`src/rtl/thresh_auto_ctrl_if.sv`:
```
// Pixel snoop bus shared with the multi-level thresholder: gray value, valid and X/Y counters.
interface thresh_auto_ctrl_if;
    logic [7:0]        gray;
    logic              valid;
    logic signed [15:0] x_cont;
    logic signed [15:0] y_cont;

    modport master (output gray, valid, x_cont, y_cont);
    modport slave  (input  gray, valid, x_cont, y_cont);
endinterface

```
`src/rtl/thresh_auto_ctrl.sv`:
```
// Frame-synchronous threshold controller: tracks per-frame gray min/max and, at end of frame,
// loads auto (1/3, 2/3 of range) or manual thresholds into the thresholder.
module thresh_auto_ctrl #(
    parameter int H_ACT  = 800,
    parameter int V_ACT  = 480,
    parameter int DEF_T1 = 67,
    parameter int DEF_T2 = 111
) (
    input  logic               iClk,
    input  logic               iRst_n,
    thresh_auto_ctrl_if.slave  pix,
    input  logic               iAuto,
    input  logic [7:0]         iManThresh1,
    input  logic [7:0]         iManThresh2,
    input  logic               iSmoothReq,
    output logic [7:0]         oThresh1,
    output logic [7:0]         oThresh2,
    output logic               oSmooth,
    output logic               oUpdate,
    output logic [7:0]         oFrameMin,
    output logic [7:0]         oFrameMax,
    output logic               oBusy
);
    localparam logic [1:0] IDLE  = 2'd0;
    localparam logic [1:0] ACCUM = 2'd1;
    localparam logic [1:0] CALC  = 2'd2;
    localparam logic [1:0] APPLY = 2'd3;

    localparam logic signed [15:0] X_LAST = 16'(H_ACT - 1);
    localparam logic signed [15:0] Y_LAST = 16'(V_ACT - 1);

    logic [1:0] state_q, state_d;
    logic [7:0] min_q, min_d, max_q, max_d;
    logic [7:0] t1_q, t1_d, t2_q, t2_d, fmin_q, fmin_d, fmax_q, fmax_d;
    logic       smooth_q, smooth_d, upd_q, upd_d, busy_q, busy_d;

    logic        in_rng, acc, sof, eof;
    logic [7:0]  diff, a1, a2, m1, m2;
    logic [15:0] prod1, prod2;

    // Blanking pixels (negative or past-the-end counters) never reach the statistics.
    assign in_rng = !pix.x_cont[15] && (pix.x_cont <= X_LAST) &&
                    !pix.y_cont[15] && (pix.y_cont <= Y_LAST);
    assign acc = pix.valid && in_rng;
    assign sof = acc && (pix.x_cont == 16'sd0) && (pix.y_cont == 16'sd0);
    assign eof = acc && (pix.x_cont == X_LAST) && (pix.y_cont == Y_LAST);

    assign diff  = max_q - min_q;
    assign prod1 = {8'd0, diff} * 16'd85;
    assign prod2 = {8'd0, diff} * 16'd171;
    assign a1    = min_q + prod1[15:8];
    assign a2    = min_q + prod2[15:8];
    assign m1    = (iManThresh1 < iManThresh2) ? iManThresh1 : iManThresh2;
    assign m2    = (iManThresh1 < iManThresh2) ? iManThresh2 : iManThresh1;

    always_comb begin
        state_d  = state_q;
        min_d    = min_q;
        max_d    = max_q;
        t1_d     = t1_q;
        t2_d     = t2_q;
        smooth_d = smooth_q;
        fmin_d   = fmin_q;
        fmax_d   = fmax_q;
        busy_d   = busy_q;
        upd_d    = 1'b0;
        case (state_q)
            IDLE, ACCUM: begin
                // SOF reloads from scratch in either state, which also covers truncated frames.
                if (sof) begin
                    min_d   = pix.gray;
                    max_d   = pix.gray;
                    busy_d  = 1'b1;
                    state_d = ACCUM;
                end else if (acc && state_q == ACCUM) begin
                    min_d = (pix.gray < min_q) ? pix.gray : min_q;
                    max_d = (pix.gray > max_q) ? pix.gray : max_q;
                end
                if (eof && (sof || state_q == ACCUM)) begin
                    busy_d  = 1'b0;
                    state_d = CALC;
                end
            end
            CALC: begin
                // Outputs are registered here so they are valid while APPLY holds oUpdate high.
                t1_d     = iAuto ? a1 : m1;
                t2_d     = iAuto ? a2 : m2;
                smooth_d = iSmoothReq;
                fmin_d   = min_q;
                fmax_d   = max_q;
                upd_d    = 1'b1;
                state_d  = APPLY;
            end
            default: state_d = IDLE;
        endcase
    end

    always_ff @(posedge iClk) begin
        if (!iRst_n) begin
            state_q  <= IDLE;
            min_q    <= 8'd0;
            max_q    <= 8'd0;
            t1_q     <= 8'(DEF_T1);
            t2_q     <= 8'(DEF_T2);
            smooth_q <= 1'b0;
            fmin_q   <= 8'd0;
            fmax_q   <= 8'd255;
            upd_q    <= 1'b0;
            busy_q   <= 1'b0;
        end else begin
            state_q  <= state_d;
            min_q    <= min_d;
            max_q    <= max_d;
            t1_q     <= t1_d;
            t2_q     <= t2_d;
            smooth_q <= smooth_d;
            fmin_q   <= fmin_d;
            fmax_q   <= fmax_d;
            upd_q    <= upd_d;
            busy_q   <= busy_d;
        end
    end

    assign oThresh1  = t1_q;
    assign oThresh2  = t2_q;
    assign oSmooth   = smooth_q;
    assign oUpdate   = upd_q;
    assign oFrameMin = fmin_q;
    assign oFrameMax = fmax_q;
    assign oBusy     = busy_q;
endmodule

```
`src/flat_wrapper.sv`:
```
// flat-port wrapper written by rule: the top's interface ports become plain ports
module thresh_auto_ctrl_flat 
#(
    parameter int H_ACT  = 800,
    parameter int V_ACT  = 480,
    parameter int DEF_T1 = 67,
    parameter int DEF_T2 = 111
)
  (iClk, iRst_n, iAuto, iManThresh1, iManThresh2, iSmoothReq, oThresh1, oThresh2, oSmooth, oUpdate, oFrameMin, oFrameMax, oBusy, pix_gray, pix_valid, pix_x_cont, pix_y_cont);
  thresh_auto_ctrl_if pix_i ();
  input  logic iClk;
  input  logic iRst_n;
  input  logic iAuto;
  input  logic [7:0] iManThresh1;
  input  logic [7:0] iManThresh2;
  input  logic iSmoothReq;
  output logic [7:0] oThresh1;
  output logic [7:0] oThresh2;
  output logic oSmooth;
  output logic oUpdate;
  output logic [7:0] oFrameMin;
  output logic [7:0] oFrameMax;
  output logic oBusy;
  input wire logic [$bits(pix_i.gray)-1:0] pix_gray;
  input wire logic [$bits(pix_i.valid)-1:0] pix_valid;
  input wire logic [$bits(pix_i.x_cont)-1:0] pix_x_cont;
  input wire logic [$bits(pix_i.y_cont)-1:0] pix_y_cont;
  assign pix_i.gray = pix_gray;
  assign pix_i.valid = pix_valid;
  assign pix_i.x_cont = pix_x_cont;
  assign pix_i.y_cont = pix_y_cont;
  thresh_auto_ctrl #(.H_ACT(H_ACT), .V_ACT(V_ACT), .DEF_T1(DEF_T1), .DEF_T2(DEF_T2)) u_core (.iClk(iClk), .iRst_n(iRst_n), .pix(pix_i), .iAuto(iAuto), .iManThresh1(iManThresh1), .iManThresh2(iManThresh2), .iSmoothReq(iSmoothReq), .oThresh1(oThresh1), .oThresh2(oThresh2), .oSmooth(oSmooth), .oUpdate(oUpdate), .oFrameMin(oFrameMin), .oFrameMax(oFrameMax), .oBusy(oBusy));
endmodule
```
`config.mk`:
```
export PLATFORM = sky130hd
export DESIGN_NAME = thresh_auto_ctrl_flat
export DESIGN_NICKNAME = d
export VERILOG_FILES = /design/src/rtl/thresh_auto_ctrl_if.sv /design/src/rtl/thresh_auto_ctrl.sv /design/src/flat_wrapper.sv
export SDC_FILE = /design/constraint.sdc
export NUM_CORES = 1
export LEC_CHECK = 0
export ABC_AREA = 1
export BUFFER_PORTS_ARGS = -buffer_cell sky130_fd_sc_hd__buf_2
export CORE_MARGIN = 1
export CORE_UTILIZATION = 55
export CTS_CLUSTER_SIZE = 8
export DETAILED_ROUTE_END_ITERATION = 8
export PLACE_DENSITY = 0.78
export SYNTH_ARGS = -nofsm -noshare
export SYNTH_HDL_FRONTEND = slang
export SYNTH_SLANG_ARGS = --single-unit
```
`constraint.sdc`:
```
create_clock -name iClk -period 15.5 [get_ports iClk]
set_input_delay 0.775 -clock iClk [delete_from_list [all_inputs] [get_ports iClk]]
set_output_delay 0.775 -clock iClk [all_outputs]
set_load 0.005 [all_outputs]
```
==> summary.json <==
{
  "final.setup.tns_ns": 0,
  "num_io_pins": 96,
  "dr_vias_cell": 5.16,
  "slowest_delay_ns": 0.53,
  "final_layout_size_suffix_gt1_frac": 0.130,
  "drt-pass1-iter-count": 5,
  "yosys_warnings": 0,
  "timing.critical_path.to": "u_core.oThresh2[7]",
  "clk_latency_ns": 0.32,
  "timing.critical_path.arrival_ns": 6.34,
  "number_of_global_route_vias_before_repair": 5138,
  "synth_top_cells_by_count": "sky130_fd_sc_hd__nand2_1, sky130_fd_sc_hd__inv_1, sky130_fd_sc_hd__ha_1",
  "ys_seq_elements": 53,
  "asyncSetResetFlopFracSynth": 0,
  "die_height_um": 103,
  "synth_top_cell_area_share": 0.208,
  "htree_levels": 2,
  "grt_first_pass_wirelength_mm": 23.2,
  "worstReg2RegEnd": "u_core.oThresh2[7]",
  "cpLargestDelayFamily": "adder cells",
  "grt_remaining_overflow": 0,
  "synth_top_area_cell": "sky130_fd_sc_hd__ha_1",
  "floorplan.die_area_sq_mm": 0.0107,
  "path_clk_slew_ns": 0.10,
  "clock_sinks": 53,
  "post_synth.cell_area_avg_sq_um": 6.80,
  "post_synth_num_cell_types": 35,
  "critical_path.slowest_cell": "sky130_fd_sc_hd__fa_1",
  "synth.cell_area_sq_mm": 0.00566,
  "critPathLaunchType": "flip-flop",
  "final_min_period_over_clock_period": 0.392,
  "max_slew_margin": 0.395,
  "core.rowCount": 36,
  "rrSetupSlack_ns": 9.42,
  "timing_max_transition_violations_final": 0,
  "num_vias": 5410,
  "core_box_area_sq_mm": 0.00986,
  "fillCellCount": 944,
  "worst-r2r-cell-count": 30,
  "grt_util_all_layers": 0.275,
  "finalNetCount": 1088,
  "cts_tree": "done",
  "ff_latch_area_sq_mm": 0.00106,
  "ctsHoldBuffers": 0,
  "power.ir.vdd_worst_mv": 0.0348,
  "chipWidth_um": 103,
  "post-route-drc-count": 0,
  "synth_area_leaders": "sky130_fd_sc_hd__ha_1, sky130_fd_sc_hd__dfxtp_1, sky130_fd_sc_hd__nand2_1",
  "worst_setup_path_startpoint": "u_core.min_q[1]",
  "worstReg2RegStart": "u_core.min_q[1]",
  "multiInputGateArea_sq_mm": 0.00400,
  "path_max_fanout": 5,
  "antenna_found_initial": 0,
  "holdCritStartpoint": "u_core.oFrameMax[2]",
  "max_cap_viol_count": 0,
  "finalClockSkew_ns": 0.00522,
  "finalCriticalPeriod_ns": 6.08,
  "postPlaceCellArea_sq_mm": 0.00622,
  "drt-total-wl_mm": 13.4,
  "path_buf_inv": 6,
  "area_growth_syn_to_layout_pct": 12.1,
  "timing.hold.worst.class": "reg -> reg",
  "power-per-cell-area_mw_per_mm2": 43.4,
  "dp_hpwl_mm": 10.9,
  "post_cts_resize_count": 0,
  "ctsRootBufferMaster": "sky130_fd_sc_hd__clkbuf_8",
  "run_status": "completed",
  "timing.setup.critical_path_class": "reg -> reg",
  "dp.cells": 1040,
  "postLayoutCellArea_sq_mm": 0.00634,
  "initial_utilization": 0.573,
  "grt_start_max_net_pins": 41,
  "unrepaired_setup_endpoints_after_global_routing": "no",
  "max_freq_mhz": 164,
  "insertedDiodeCount": 0,
  "clockBufferDepth": 2,
  "total_power_uw": 276,
  "timing.critical_path.to_type": "flip-flop",
  "syn-instance-count": 832,
  "synth.yosys.seq_area_share": 0.188,
  "slew_at_the_pin_with_the_worst_max_slew_slack_ns": 0.907,
  "detail-route-antenna-nets": 0,
  "postCtsSetupRepairBufs": 0,
  "cts_buffers": 5,
  "gpl.final_weighted_congestion": 0.911,
  "ys_dominant_reg_cell": "sky130_fd_sc_hd__dfxtp_1",
  "critPathMostFrequentCell": "sky130_fd_sc_hd__nand2_1",
  "drtIter0Drc": 283,
  "mapped_nets": 1006,
  "layoutNonFillerInstCount": 1048,
  "post-synth-top-count-cell": "sky130_fd_sc_hd__nand2_1",
  "report.final.hold_viol_count": 0,
  "crit_cells": 30,
  "detail_route.wl_per_cell_um": 12.8,
  "synth_edf_count": 0,
  "place.port_buffers": 95,
  "finish_stage_setup_viols": 0,
  "required_ns": 15.76,
  "p_leak_nw": 3.60
}
-- per-layer routing --
layer	part of all wire	vias to the layer above	GRT usage
met5	0	-	0
met4	0.016	0	0.0737
met3	0.046	14	0.0296
met2	0.46	137	0.482
met1	0.47	2404	0.360
li1	-	2855	-
-- registers in the layout, summed over array words and instances (netlist names) --
| name | cells |
|---|---|
| u_core.max_q | 8 |
| u_core.oBusy | 1 |
| u_core.oFrameMin | 8 |
| u_core.oUpdate | 1 |
| u_core.oFrameMax | 8 |
| u_core.oThresh1 | 8 |
| u_core.state_q | 2 |
| u_core.min_q | 8 |
| u_core.oSmooth | 1 |
| u_core.oThresh2 | 8 |
-- tightest hold or removal path: cells and delay by family, from the launching register on --
family | cells | cell delay, ns
and+or+nand+nor | 1 | 0.05
DFF | 1 | 0.34
AOI/OAI and AO/OA | 1 | 0.06
-- power breakdown --
group,total [mW],internal [mW],switching (mW)
Clock,0.104,0.0538,0.0505
Sequential,0.136,0.136,0.000000000000000865
Combinational,0.0353,0.0140,0.0213
-- cells in the final DEF (no fill, tap or decap), types with 3 or more instances in the layout --
cell type	Yosys	routed
sky130_fd_sc_hd__nand2_1	190	190
sky130_fd_sc_hd__inv_1	134	134
sky130_fd_sc_hd__buf_2	2	95
sky130_fd_sc_hd__ha_1	94	94
sky130_fd_sc_hd__a21oi_1	83	83
sky130_fd_sc_hd__nor2_1	67	66
sky130_fd_sc_hd__o21ai_0	55	55
sky130_fd_sc_hd__dfxtp_1	53	53
sky130_fd_sc_hd__nand3_1	40	40
sky130_fd_sc_hd__fa_1	19	19
sky130_fd_sc_hd__xor2_1	18	18
sky130_fd_sc_hd__nand4_1	11	11
sky130_fd_sc_hd__o211ai_1	9	9
sky130_fd_sc_hd__nor3_1	7	7
sky130_fd_sc_hd__xnor2_1	6	6
sky130_fd_sc_hd__clkbuf_8	0	6
sky130_fd_sc_hd__nand2_2	3	3
-- through the flow --
stage	utilization	hold WS, ns	worst slack, ns
after floorplan	-	0.458	10.01
after global placement	0.631	0.446	9.63
after detailed placement	0.631	0.456	9.47
after CTS	0.643	0.483	9.43
after global routing	0.643	0.503	8.85
final	0.643	0.479	9.42
-- area by class of cell --
class	instances	area share
Clock buffer	6	0.0130
Tap cell	133	0.0262
Inverter	135	0.0799
Sequential cell	53	0.167
Multi-Input combinational cell	623	0.631
Clock inverter	2	0.00651
Timing Repair Buffer	96	0.0761
-- kinds of logic after synthesis --
group	count (synthesis)	share of synthesized area
xor+xnor	24	0.0372
compound gates	158	0.150
flops	53	0.188
buf+inv	156	0.105
simple gates	328	0.244
fa+ha+maj	113	0.275
-- worst min-delay path by stage --
stage,to,slack (ns),cells past startpoint
floorplan,u_core.max_q[0],0.46,2
global placement,u_core.oThresh2[3],0.45,2
detailed placement,u_core.oThresh2[2],0.46,2
CTS,u_core.oThresh2[1],0.48,2
global route,u_core.oThresh2[2],0.50,2
finish,u_core.oFrameMax[2],0.48,2
Note: power is estimated with default switching activity, not from simulation.
